`config.mk`:
```
export PLATFORM = sky130hd
export DESIGN_NAME = hpdcache_sram_wbuf_1rw
export DESIGN_NICKNAME = d
export VERILOG_FILES = /design/src/rtl/hpdcache_sram_wbuf_1rw.sv
export SDC_FILE = /design/constraint.sdc
export NUM_CORES = 1
export LEC_CHECK = 0
export ABC_AREA = 1
export BUFFER_PORTS_ARGS = -buffer_cell sky130_fd_sc_hd__buf_2
export CAP_MARGIN = 20
export CORE_MARGIN = 8
export CORE_UTILIZATION = 50
export CTS_CLUSTER_SIZE = 16
export DETAILED_ROUTE_END_ITERATION = 12
export PLACE_DENSITY_LB_ADDON = 0.12
export SYNTH_ARGS = -nofsm -noshare
export SYNTH_HDL_FRONTEND = slang
export SYNTH_SLANG_ARGS = --single-unit
export TNS_END_PERCENT = 100
```
`constraint.sdc`:
```
create_clock -name clk -period 15.1 [get_ports clk]
set_input_delay 4.53 -clock clk [delete_from_list [all_inputs] [get_ports clk]]
set_output_delay 4.53 -clock clk [all_outputs]
set_load 0.05 [all_outputs]
```
`src/rtl/hpdcache_sram_wbuf_1rw.sv`:
```
// Front-end for a 1RW byte-enable data SRAM with a one-entry coalescing
// write buffer, read forwarding and a 1-cycle valid/ready read response.
//
// Ports:
//   clk, rst                  clock, synchronous active-high reset
//   req_valid/ready/we        request handshake, 1=write 0=read
//   req_addr/wdata/wbe        request row address, data, byte enables
//   rsp_valid/ready/rdata     read response channel
//   flush                     drain the buffer and block new writes
//   wbuf_empty                write buffer holds nothing
//   sram_cs/we/addr/wdata/
//   sram_wbyteenable          SRAM macro command
//   sram_rdata                SRAM macro read data (held until next read)
module hpdcache_sram_wbuf_1rw #(
    parameter int unsigned ADDR_SIZE = 6,
    parameter int unsigned DATA_SIZE = 64,
    parameter int unsigned NDATA     = 1,
    parameter int unsigned MAX_HOLD  = 8
) (
    input  logic                           clk,
    input  logic                           rst,
    input  logic                           req_valid,
    output logic                           req_ready,
    input  logic                           req_we,
    input  logic [ADDR_SIZE-1:0]           req_addr,
    input  logic [NDATA*DATA_SIZE-1:0]     req_wdata,
    input  logic [NDATA*DATA_SIZE/8-1:0]   req_wbe,
    output logic                           rsp_valid,
    input  logic                           rsp_ready,
    output logic [NDATA*DATA_SIZE-1:0]     rsp_rdata,
    input  logic                           flush,
    output logic                           wbuf_empty,
    output logic                           sram_cs,
    output logic                           sram_we,
    output logic [ADDR_SIZE-1:0]           sram_addr,
    output logic [NDATA*DATA_SIZE-1:0]     sram_wdata,
    output logic [NDATA*DATA_SIZE/8-1:0]   sram_wbyteenable,
    input  logic [NDATA*DATA_SIZE-1:0]     sram_rdata
);

    localparam int unsigned DW = NDATA * DATA_SIZE;
    localparam int unsigned BW = DW / 8;
    localparam logic [7:0]  HOLD_MAX = 8'(MAX_HOLD);

    logic                 wbuf_valid_q;
    logic [ADDR_SIZE-1:0] wbuf_addr_q;
    logic [DW-1:0]        wbuf_data_q;
    logic [BW-1:0]        wbuf_be_q;
    logic [7:0]           hold_cnt_q;
    logic                 rsp_pending_q;
    logic [BW-1:0]        fwd_be_q;
    logic [DW-1:0]        fwd_data_q;

    logic          force_drain;
    logic          rd_ok;
    logic          wr_ok;
    logic          rd_acc;
    logic          wr_acc;
    logic          wr_nop;
    logic          addr_hit;
    logic          wr_evict;
    logic          drain;
    logic [DW-1:0] merged_data;

    assign force_drain = wbuf_valid_q & ((hold_cnt_q == HOLD_MAX) | flush);
    assign rd_ok       = !force_drain & (!rsp_pending_q | rsp_ready);
    assign wr_ok       = !force_drain & !flush;
    assign req_ready   = !rst & (req_we ? wr_ok : rd_ok);
    assign rd_acc      = req_valid & !req_we & req_ready;
    assign wr_acc      = req_valid & req_we & req_ready;
    // An all-zero byte-enable write is accepted but touches nothing.
    assign wr_nop      = wr_acc & ~|req_wbe;
    assign addr_hit    = wbuf_valid_q & (wbuf_addr_q == req_addr);
    assign wr_evict    = wr_acc & !wr_nop & wbuf_valid_q & !addr_hit;
    // Idle cycles are used to retire the buffered write opportunistically.
    assign drain       = force_drain | wr_evict
                       | (!rd_acc & !wr_acc & wbuf_valid_q);

    assign sram_cs          = !rst & (drain | rd_acc);
    assign sram_we          = !rst & drain;
    assign sram_addr        = drain ? wbuf_addr_q : req_addr;
    assign sram_wdata       = wbuf_data_q;
    assign sram_wbyteenable = drain ? wbuf_be_q : '0;

    assign rsp_valid  = !rst & rsp_pending_q;
    assign wbuf_empty = rst | !wbuf_valid_q;

    always_comb begin
        merged_data = wbuf_data_q;
        rsp_rdata   = sram_rdata;
        for (int i = 0; i < int'(BW); i++) begin
            if (req_wbe[i]) merged_data[i*8 +: 8] = req_wdata[i*8 +: 8];
            if (fwd_be_q[i]) rsp_rdata[i*8 +: 8] = fwd_data_q[i*8 +: 8];
        end
    end

    always_ff @(posedge clk) begin
        if (rst) begin
            wbuf_valid_q  <= 1'b0;
            hold_cnt_q    <= 8'd0;
            rsp_pending_q <= 1'b0;
            fwd_be_q      <= '0;
        end else begin
            if (rd_acc) begin
                rsp_pending_q <= 1'b1;
            end else if (rsp_pending_q && rsp_ready) begin
                rsp_pending_q <= 1'b0;
            end

            // Snapshot so later coalescing cannot change this response.
            if (rd_acc) begin
                fwd_be_q   <= addr_hit ? wbuf_be_q : '0;
                fwd_data_q <= wbuf_data_q;
                if (wbuf_valid_q && hold_cnt_q < HOLD_MAX) begin
                    hold_cnt_q <= hold_cnt_q + 8'd1;
                end
            end

            if (wr_acc && !wr_nop) begin
                if (addr_hit) begin
                    wbuf_data_q <= merged_data;
                    wbuf_be_q   <= wbuf_be_q | req_wbe;
                end else begin
                    wbuf_valid_q <= 1'b1;
                    wbuf_addr_q  <= req_addr;
                    wbuf_data_q  <= req_wdata;
                    wbuf_be_q    <= req_wbe;
                    hold_cnt_q   <= 8'd0;
                end
            end else if (drain) begin
                wbuf_valid_q <= 1'b0;
                hold_cnt_q   <= 8'd0;
            end
        end
    end

endmodule
```
==> results.sh, run 1 <==
export IMPL_fp_dieH_um=128
export IMPL_cts_htree_levels=4
export IMPL_max_cap_violations=0
export IMPL_multi_input_area_um2=1430
export IMPL_wl_mm=17.4
export IMPL_port_buffers=294
export IMPL_grt_overflow_total=0
export IMPL_combPwrFrac_pct=13.7
export IMPL_clkTransAtPathRegs_ns=0.06
export IMPL_path_cells="buf_2 > inv_1 > o21ai_0 > nor2_1 > nand2_1 > nor2_2 > o211ai_4 > nand2_2 > nand2_1 > nand2_1 > buf_2"
export IMPL_period_share_pct=73.0
export IMPL_crit_fanout=14
export IMPL_grt_pass1_wl_mm=25.8
export IMPL_finalHoldViolations=0
export IMPL_syn_nets=714
export IMPL_worst_ep_arrival_time_ns=6.49
export IMPL_mostFrequentLayoutCells="buf_2, nand2_1, edfxtp_1, inv_1, nor2_1"
export IMPL_skew_ns=0.00718
export IMPL_max_slew_margin_rel_pct=43.1
export IMPL_syn_avg_cell_area_um2=11.2
export IMPL_startpoint_type="input port"
export IMPL_powerDensity_nw_per_um2=130
export IMPL_cts_hold_buf=0
export IMPL_dp_hpwl_mm=13.7
export IMPL_grt_max_degree=34
export IMPL_clock_path_buffers=2
export IMPL_yosys_warnings=0
export IMPL_yosysSeqAreaShare_pct=73.4
export IMPL_antenna_cells=0
export IMPL_whs_ns=0.429
export IMPL_postCtsSetupBuffers=0
export IMPL_critPathKind="in2out"
export IMPL_crit_family="simple AND/OR/NAND/NOR gates"
export IMPL_fmaxAchievable_mhz=90.7
export IMPL_max_vdd_ir_drop_v=0.0000831
export IMPL_postSynthCellCount=564
export IMPL_drt_wirelength_per_cell_um=16.5
export IMPL_start_util_pct=50.6
export IMPL_firstDrtPassIters=5
export IMPL_p_sw_share_pct=25.2
export IMPL_cp_end_kind="output pin"
export IMPL_cp_required_ns=10.57
export IMPL_cpMaxStageDelayCell="nand2_2"
export IMPL_vias_per_cell=4.80
export IMPL_rsz0062_at_grt="false"
export IMPL_drive_gt1_share_pct=37.7
export IMPL_ys_ff_latch=160
export IMPL_cts_root_buf="clkbuf_16"
export IMPL_setup_viol=0
export IMPL_seqCellArea_um2=4620
export IMPL_worst_hold_path_type="reg2reg"
export IMPL_cts_buffers_inserted=17
export IMPL_crit_path_max_incr_delay_ns=0.31
export IMPL_boundaryPins=295
export IMPL_ant_nets=0
export IMPL_final_area_um2=8620
export IMPL_power_share_sequential_pct=44.7
export IMPL_final_common_cell="buf_2"
export IMPL_die_area_um2=16500
export IMPL_cts_tree="built"
export IMPL_p_switching_uw=282
export IMPL_ctsResizeCount=0
export IMPL_num_rows=41
export IMPL_syn_area_um2=6300
export IMPL_clkPwrFrac_pct=41.6
export IMPL_worstMarginPinSlew_ns=0.853
export IMPL_nets=1016
export IMPL_place_area_um2=7960
export IMPL_antenna_found_initial=0
export IMPL_route_detailed_drc=0
export IMPL_internal_power_uw=838
export IMPL_clk_latency_ns=0.42
export IMPL_fin_crit_ns=11.02
export IMPL_cp_common_cell="nand2_1"
export IMPL_totalNegativeSetupSlack_ns=0
export IMPL_core_area_um2=12500
export IMPL_dieWidth_um=128
export IMPL_status="finished clean"
export IMPL_post_synth_num_cell_types=26
export IMPL_grt_usage_pct=20.7
export IMPL_slew_violations=0
export IMPL_gp_congestion=0.891
export IMPL_synthToLayoutAreaGrowth_pct=36.7
export IMPL_cts_num_sinks=160
export IMPL_p_leak_uw=0.00397
export IMPL_drt_iter0_markers=255
export IMPL_fill_cells=977
export IMPL_cp_num_buf_inv=3
export IMPL_routed_via_count=5046
export IMPL_grt_pass1_vias=5175
## cell families after synthesis
family,after synthesis,synth area share [%]
and+or+nand+nor,285,17.6
DFF,160,73.4
buffers and inverters,66,3.99
AOI/OAI and AO/OA,48,4.21
xor gates and xnor gates,3,0.417
adders and majority gates,2,0.397
## worst paths after layout
kind	start	endpoint	slack, ns	cells past startpoint
max	rst	sram_addr[2]	4.08	11
min	hold_cnt_q[7]	hold_cnt_q[7]	0.43	2
max reg2reg	hold_cnt_q[0]	sram_wdata[37]	12.34	9
min reg2reg	hold_cnt_q[7]	hold_cnt_q[7]	0.43	2
## registers in the layout, indices dropped and copies added, names as in the netlist
signal         count
hold_cnt_q         8
rsp_pending_q      1
wbuf_valid_q       1
fwd_be_q           8
wbuf_be_q          8
fwd_data_q        64
sram_wdata        64
wbuf_addr_q        6
## tightest hold or removal path: cells and delay by family (launching register included)
kind | cells | cell delay [ns]
buffers and inverters | 1 | 0.05
flip-flops | 1 | 0.31
AND/OR/NAND/NOR | 1 | 0.03
## synth_stat cells (all sizes together)
master,count,share of area [%]
a41oi,1,0.14
inv,45,2.7
nand3,12,0.95
o21ai,27,2.1
o31ai,1,0.12
nand4,2,0.20
o211ai,1,0.34
buf,3,0.24
nor3,3,0.32
ha,2,0.40
a21boi,1,0.12
clkbuf,10,0.60
nand2,231,14
dfxtp,18,5.7
xnor2,2,0.28
nor2,37,2.4
xor2,1,0.14
a21oi,17,1.3
edfxtp,142,68
clkinv,8,0.48
## metrics by stage
step / total power (uW) / setup WS [ns] / utilization (%) / std cells
finish: 1120 / 4.08 / 69.1 / 1051
global route: 1160 / 3.82 / 69.1 / 1051
CTS: 1130 / 4.11 / 69.1 / 1051
detailed placement: 664 / 4.11 / 63.8 / 1019
global placement: 661 / 4.23 / 63.8 / 1019
floorplan: 613 / 4.00 / - / 564
## area by class of cell
type / instances / share of cell area [%]
Clock buffer: 23 / 5.55
Clock inverter: 9 / 2.09
Inverter: 53 / 2.31
Multi-Input combinational cell: 338 / 16.6
Sequential cell: 160 / 53.7
Tap cell: 172 / 2.50
Timing Repair Buffer: 296 / 17.2
## power groups by stage
| stage | registers [uW] | clock network, uW | logic [uW] |
|---|---|---|---|
| floorplan | 521 | 0 | 92.3 |
| global placement | 509 | 0 | 152 |
| detailed placement | 510 | 0 | 154 |
| CTS | 501 | 474 | 154 |
| global route | 502 | 493 | 163 |
| finish | 501 | 466 | 153 |
## per-layer routing
| layer | part of all wire (%) | track usage (%) |
|---|---|---|
| met5 | 0 | 0 |
| met3 | 8.8 | 7.78 |
| met2 | 52 | 36.5 |
| met1 | 37 | 21.5 |
| met4 | 2.3 | 9.02 |
Power figures use the tool's default switching activity.
==> run 2: changes to the inputs <==
ABC_AREA = 0   (was 1)
CORE_UTILIZATION = 46   (was 50)
clock period = 10.9 ns   (was 15.1 ns; I/O delays follow)
==> run 2 against run 1 <==
Net effect:
- cell area is 2.0% lower
- first-iteration DRC count fell by 21%
- die area is 6.0% higher
- setup slack got worse by 1.7 ns
- via count shrank 18%
- sequential power increased by 36%
- non-clock buffer count up 1
- critical path depth shrank 4
==> results.sh, run 2 <==
export IMPL_status="finished clean"
export IMPL_synth_area_leader_cell="edfxtp_1"
export IMPL_boundaryPins=295
export IMPL_whs_ns=0.440
export IMPL_clk_latency_ns=0.41
export IMPL_synth_most_common_cell="edfxtp_1"
export IMPL_internal_power_uw=1080
export IMPL_ant_nets=0
export IMPL_worstMarginPinSlew_ns=0.966
export IMPL_p_total_uw=1410
export IMPL_syn_area_um2=6200
export IMPL_power_share_sequential_pct=48.4
export IMPL_postSynthCellCount=354
export IMPL_seqCellArea_um2=4620
export IMPL_p_leak_uw=0.00341
export IMPL_grt_usage_pct=19.2
export IMPL_worst_hold_path_type="reg2reg"
export IMPL_synth_edf_count=142
export IMPL_wl_mm=16.6
export IMPL_layout_cells_non_filler=846
export IMPL_num_rows=42
export IMPL_firstDrtPassIters=4
export IMPL_grt_pass1_wl_mm=25.8
export IMPL_nets=806
export IMPL_route_detailed_drc=0
export IMPL_antenna_found_initial=1
export IMPL_combPwrFrac_pct=10.4
export IMPL_max_cap_violations=0
export IMPL_async_flop_share_pct=0
export IMPL_fmaxAchievable_mhz=117
export IMPL_yosys_area_top_type_share_pct=68.8
export IMPL_ys_ff_latch=160
export IMPL_cp_required_ns=7.63
export IMPL_mostFrequentLayoutCells="buf_2, edfxtp_1, mux2_2, dfxtp_1, clkbuf_16"
export IMPL_startpoint_type="input port"
export IMPL_yosys_warnings=0
export IMPL_cts_hold_buf=0
export IMPL_synthToLayoutAreaGrowth_pct=36.3
export IMPL_grt_overflow_total=0
export IMPL_cts_tree="built"
export IMPL_drive_gt1_share_pct=59.5
export IMPL_cts_buffers_inserted=17
export IMPL_routed_via_count=4120
export IMPL_totalNegativeSetupSlack_ns=0
export IMPL_die_area_um2=17400
export IMPL_clock_path_buffers=2
export IMPL_finalHoldViolations=0
export IMPL_drt_iter0_markers=202
export IMPL_yosys_top_cells_area="edfxtp_1, mux2_2, dfxtp_1, and2_1, xnor2_1"
export IMPL_worst_ep_arrival_time_ns=5.28
export IMPL_drt_wirelength_per_cell_um=19.7
export IMPL_post_synth_num_cell_types=40
export IMPL_max_vdd_ir_drop_v=0.0000854
export IMPL_cts_num_sinks=160
export IMPL_clkTransAtPathRegs_ns=0.06
export IMPL_syn_nets=504
export IMPL_postCtsSetupBuffers=0
export IMPL_p_sw_share_pct=23.5
export IMPL_max_slew_margin_rel_pct=35.6
export IMPL_critPathKind="in2out"
export IMPL_fill_cells=1033
export IMPL_crit_fanout=14
export IMPL_clkPwrFrac_pct=41.2
export IMPL_dieWidth_um=132
export IMPL_start_util_pct=47.0
export IMPL_port_buffers=294
export IMPL_fp_dieH_um=132
export IMPL_rsz0062_at_grt="false"
export IMPL_cts_htree_levels=4
export IMPL_skew_ns=0.00565
export IMPL_powerDensity_nw_per_um2=167
export IMPL_final_common_cell="buf_2"
export IMPL_netlist_top_cells_count="edfxtp_1, mux2_2, dfxtp_1, and2_1, clkbuf_1"
export IMPL_vias_per_cell=4.87
export IMPL_gp_congestion=0.788
export IMPL_grt_max_degree=73
export IMPL_multi_input_area_um2=1510
export IMPL_cp_end_kind="output pin"
export IMPL_fin_crit_ns=8.55
export IMPL_yosysSeqAreaShare_pct=74.6
export IMPL_setup_viol=0
export IMPL_synth_ff_type="edfxtp_1"
export IMPL_dp_cells=812
export IMPL_ctsResizeCount=0
export IMPL_syn_avg_cell_area_um2=17.5
export IMPL_grt_pass1_vias=4574
export IMPL_cts_root_buf="clkbuf_16"
export IMPL_period_share_pct=78.5
export IMPL_p_switching_uw=331
export IMPL_slew_violations=0
export IMPL_dp_hpwl_mm=13.0
export IMPL_core_area_um2=13200
## run 2: cell count changes in the layout (fill, tap and decap cells not counted), moves of 9 or more
| cell | previous run | this run |
|---|---|---|
| o21a_1 | 0 | 9 |
| and2_1 | 0 | 13 |
| o21ai_0 | 26 | 0 |
| nor2_1 | 35 | 5 |
| inv_1 | 44 | 3 |
| nand2_1 | 230 | 10 |
| mux2_2 | 0 | 64 |
| a21o_1 | 0 | 9 |
## run 2: worst max-delay path, cell delays in order
cell and delay [ns]:
buf_2 0.12, or4_1 0.58, o21ai_1 0.21, o21bai_1 0.18, a21oi_2 0.28, mux2_1 0.42
buf_2 0.22
## run 2: through the flow
| stage | setup WS, ns | utilization (%) | area, um^2 |
|---|---|---|---|
| final | 2.35 | 64.0 | 8450 |
| after global routing | 2.25 | 64.0 | 8450 |
| after CTS | 2.34 | 63.9 | 8430 |
| after detailed placement | 2.36 | 59.6 | 7860 |
| after global placement | 2.41 | 59.6 | 7860 |
| after floorplan | 1.72 | - | 6200 |
## run 2: worst paths after layout
check | startpoint | end | slack (ns) | cells after the start
setup / recovery | req_wbe[6] | sram_addr[2] | 2.35 | 7
hold / removal | sram_wdata[54] | fwd_data_q[54] | 0.44 | 0
setup reg to reg | hold_cnt_q[7] | fwd_be_q[3] | 8.17 | 7
hold reg to reg | sram_wdata[54] | fwd_data_q[54] | 0.44 | 0
## run 2: metal layers
layer | wire [um] | track usage [%]
met5 | 0 | 0
met2 | 8390 | 32.1
met1 | 6580 | 21.5
met3 | 1360 | 7.81
met4 | 310 | 7.21
## run 2: kinds of logic after synthesis
| logic type | after synthesis | share of synthesized area, % |
|---|---|---|
| compound gates | 35 | 4.18 |
| buf+inv | 18 | 1.17 |
| simple gates | 60 | 5.63 |
| fa+ha+maj | 2 | 0.404 |
| flops | 160 | 74.6 |
| mux | 71 | 12.9 |
| xor+xnor | 8 | 1.13 |
## run 2: power groups by stage
stage                     Sequential, uW  Combinational (uW)  Clock [uW]
after global placement               696                 146           0
after floorplan                      709                81.9           0
after detailed placement             696                 148           0
final                                683                 147         581
after global routing                 684                 155         616
after CTS                            683                 149         592
## run 2: final cells by class
| type | instances | share of cell area (%) |
|---|---|---|
| sequential | 160 | 54.7 |
| multi-input combinational | 176 | 17.8 |
| timing repair buffer | 297 | 17.7 |
| clock buffer | 19 | 5.13 |
| tap | 176 | 2.61 |
| clock inverter | 13 | 1.72 |
| inverter | 4 | 0.193 |
| antenna | 1 | 0.0296 |
==> run 3: changes to the inputs <==
CORE_UTILIZATION = 42   (was 46)
clock period = 7.7 ns   (was 10.9 ns; I/O delays follow)
==> run 3 against run 2 <==
Net effect:
- global-route usage down 2.2 points
- sequential share of layout area increased by 0.33 points
- non-clock buffer count shrank 1
- hold slack worse by 0.00091 ns
- clock power is 30% higher
- clock skew increased by 0.0041 ns
- core utilization fell by 6.0 points
- total power increased by 37%
- setup slack worse by 1.2 ns
- clock-buffer cell count is the same
- sequential power grew 42%
- critical path type unchanged
- largest power group unchanged
==> results.sh, run 3 (synthesis results as in run 2) <==
export IMPL_period_share_pct=85.6
export IMPL_ant_nets=0
export IMPL_start_util_pct=42.8
export IMPL_firstDrtPassIters=4
export IMPL_clock_path_buffers=2
export IMPL_grt_usage_pct=16.9
export IMPL_crit_fanout=14
export IMPL_cts_root_buf="clkbuf_16"
export IMPL_fin_crit_ns=6.59
export IMPL_postCtsSetupBuffers=0
export IMPL_grt_max_degree=73
export IMPL_dieWidth_um=137
export IMPL_p_total_uw=1930
export IMPL_crit_path_max_incr_delay_ns=0.54
export IMPL_clk_latency_ns=0.42
export IMPL_die_area_um2=18900
export IMPL_worstHoldStart="sram_wdata[2]"
export IMPL_cp_end_kind="output pin"
export IMPL_gp_congestion=0.776
export IMPL_grt_pass1_vias=4270
export IMPL_clkTransAtPathRegs_ns=0.06
export IMPL_cp_required_ns=5.39
export IMPL_finalHoldViolations=0
export IMPL_final_common_cell="buf_2"
export IMPL_drt_iter0_markers=201
export IMPL_grt_pass1_wl_mm=23.8
export IMPL_nets=805
export IMPL_path_cells="buf_2 > or4_1 > o21ai_1 > o21bai_1 > a21oi_2 > mux2_1 > buf_2"
export IMPL_port_buffers=294
export IMPL_worst_ep_arrival_time_ns=4.28
export IMPL_top_layer="met5"
export IMPL_grt_overflow_total=0
export IMPL_cpMaxStageDelayCell="or4_1"
export IMPL_cts_hold_buf=0
export IMPL_dr_wl_met2_mm=7.92
export IMPL_ctsResizeCount=0
export IMPL_skew_ns=0.00973
export IMPL_r2r_start="hold_cnt_q[7]"
export IMPL_core_area_um2=14500
export IMPL_vias_per_cell=4.81
export IMPL_setup_viol=0
export IMPL_mostFrequentLayoutCells="buf_2, edfxtp_1, mux2_2, dfxtp_1, clkbuf_16"
export IMPL_boundaryPins=295
export IMPL_dp_cells=820
export IMPL_wl_mm=16.5
export IMPL_cp_common_cell="buf_2"
export IMPL_cp_num_buf_inv=2
export IMPL_drive_gt1_share_pct=59.7
export IMPL_worstMarginPinSlew_ns=1.06
export IMPL_critPathKind="in2out"
export IMPL_met3_wirelength_mm=1.99
export IMPL_setup_slack_ns=1.11
export IMPL_cts_buffers_inserted=17
export IMPL_cts_htree_levels=4
export IMPL_route_detailed_drc=0
export IMPL_wl_met1_mm=6.36
export IMPL_antenna_found_initial=2
export IMPL_totalNegativeSetupSlack_ns=0
export IMPL_num_rows=44
export IMPL_synthToLayoutAreaGrowth_pct=35.5
export IMPL_max_cap_violations=0
export IMPL_drt_wirelength_per_cell_um=19.4
export IMPL_layout_cells_non_filler=852
export IMPL_routed_via_count=4102
export IMPL_dp_hpwl_mm=13.1
export IMPL_startpoint_type="input port"
export IMPL_max_slew_margin_rel_pct=29.2
export IMPL_cts_num_sinks=160
export IMPL_crit_start="req_wbe[6]"
export IMPL_cts_tree="built"
export IMPL_crit_family="compound AO/OA/AOI/OAI gates"
export IMPL_rsz0062_at_grt="false"
export IMPL_dpl_worst_slack_ns=1.08
export IMPL_max_vdd_ir_drop_v=0.000114
export IMPL_powerDensity_nw_per_um2=230
export IMPL_status="finished clean"
export IMPL_worst_hold_path_type="reg2reg"
export IMPL_fmaxAchievable_mhz=152
export IMPL_fp_dieH_um=137
export IMPL_p_leak_uw=0.00338
export IMPL_slew_violations=0
## run 3: cell types whose count changed in the layout (fill, tap and decap cells not counted), sizes merged
cell    delta
buf        -1
bufinv     -2
clkinv     +1
## run 3: layout make-up
| class | count | area, um^2 |
|---|---|---|
| fillers | 1226 | 6080 |
| flip-flops and latches | 160 | 4620 |
| multi-input cells | 176 | 1510 |
| repair buffers | 296 | 1490 |
| clock buffers | 19 | 433 |
| well taps | 184 | 230 |
| clock inverters | 12 | 96.3 |
| inverters | 4 | 16.3 |
| diodes | 1 | 2.50 |
## run 3: worst paths after layout
path	endpoint	slack, ns	depth (start not counted)
setup / recovery	sram_addr[3]	1.11	7
hold / removal	fwd_data_q[2]	0.44	0
setup reg to reg	fwd_be_q[4]	5.02	7
hold reg to reg	fwd_data_q[2]	0.44	0
## run 3: report_power, final
group / total, uW / switching [uW] / internal (uW)
combinational: 208 / 144 / 64.0
clock: 754 / 317 / 438
sequential: 967 / 6.41 / 961
## run 3: through the flow
step | instance area, um^2 | util [%] | hold WS (ns)
4_1_cts | 8390 | 58.0 | 0.440
3_3_place_gp | 7870 | 54.3 | 0.424
6_report | 8400 | 58.0 | 0.439
2_1_floorplan | 6200 | - | 0.431
5_1_grt | 8400 | 58.0 | 0.444
3_5_place_dp | 7870 | 54.3 | 0.428
## run 3: per-layer routing
| layer | GRT usage, % | vias to the layer above |
|---|---|---|
| met4 | 6.52 | 2 |
| li1 | - | 1958 |
| met3 | 6.97 | 18 |
| met2 | 27.3 | 210 |
| met1 | 19.8 | 1914 |
| met5 | 0 | - |
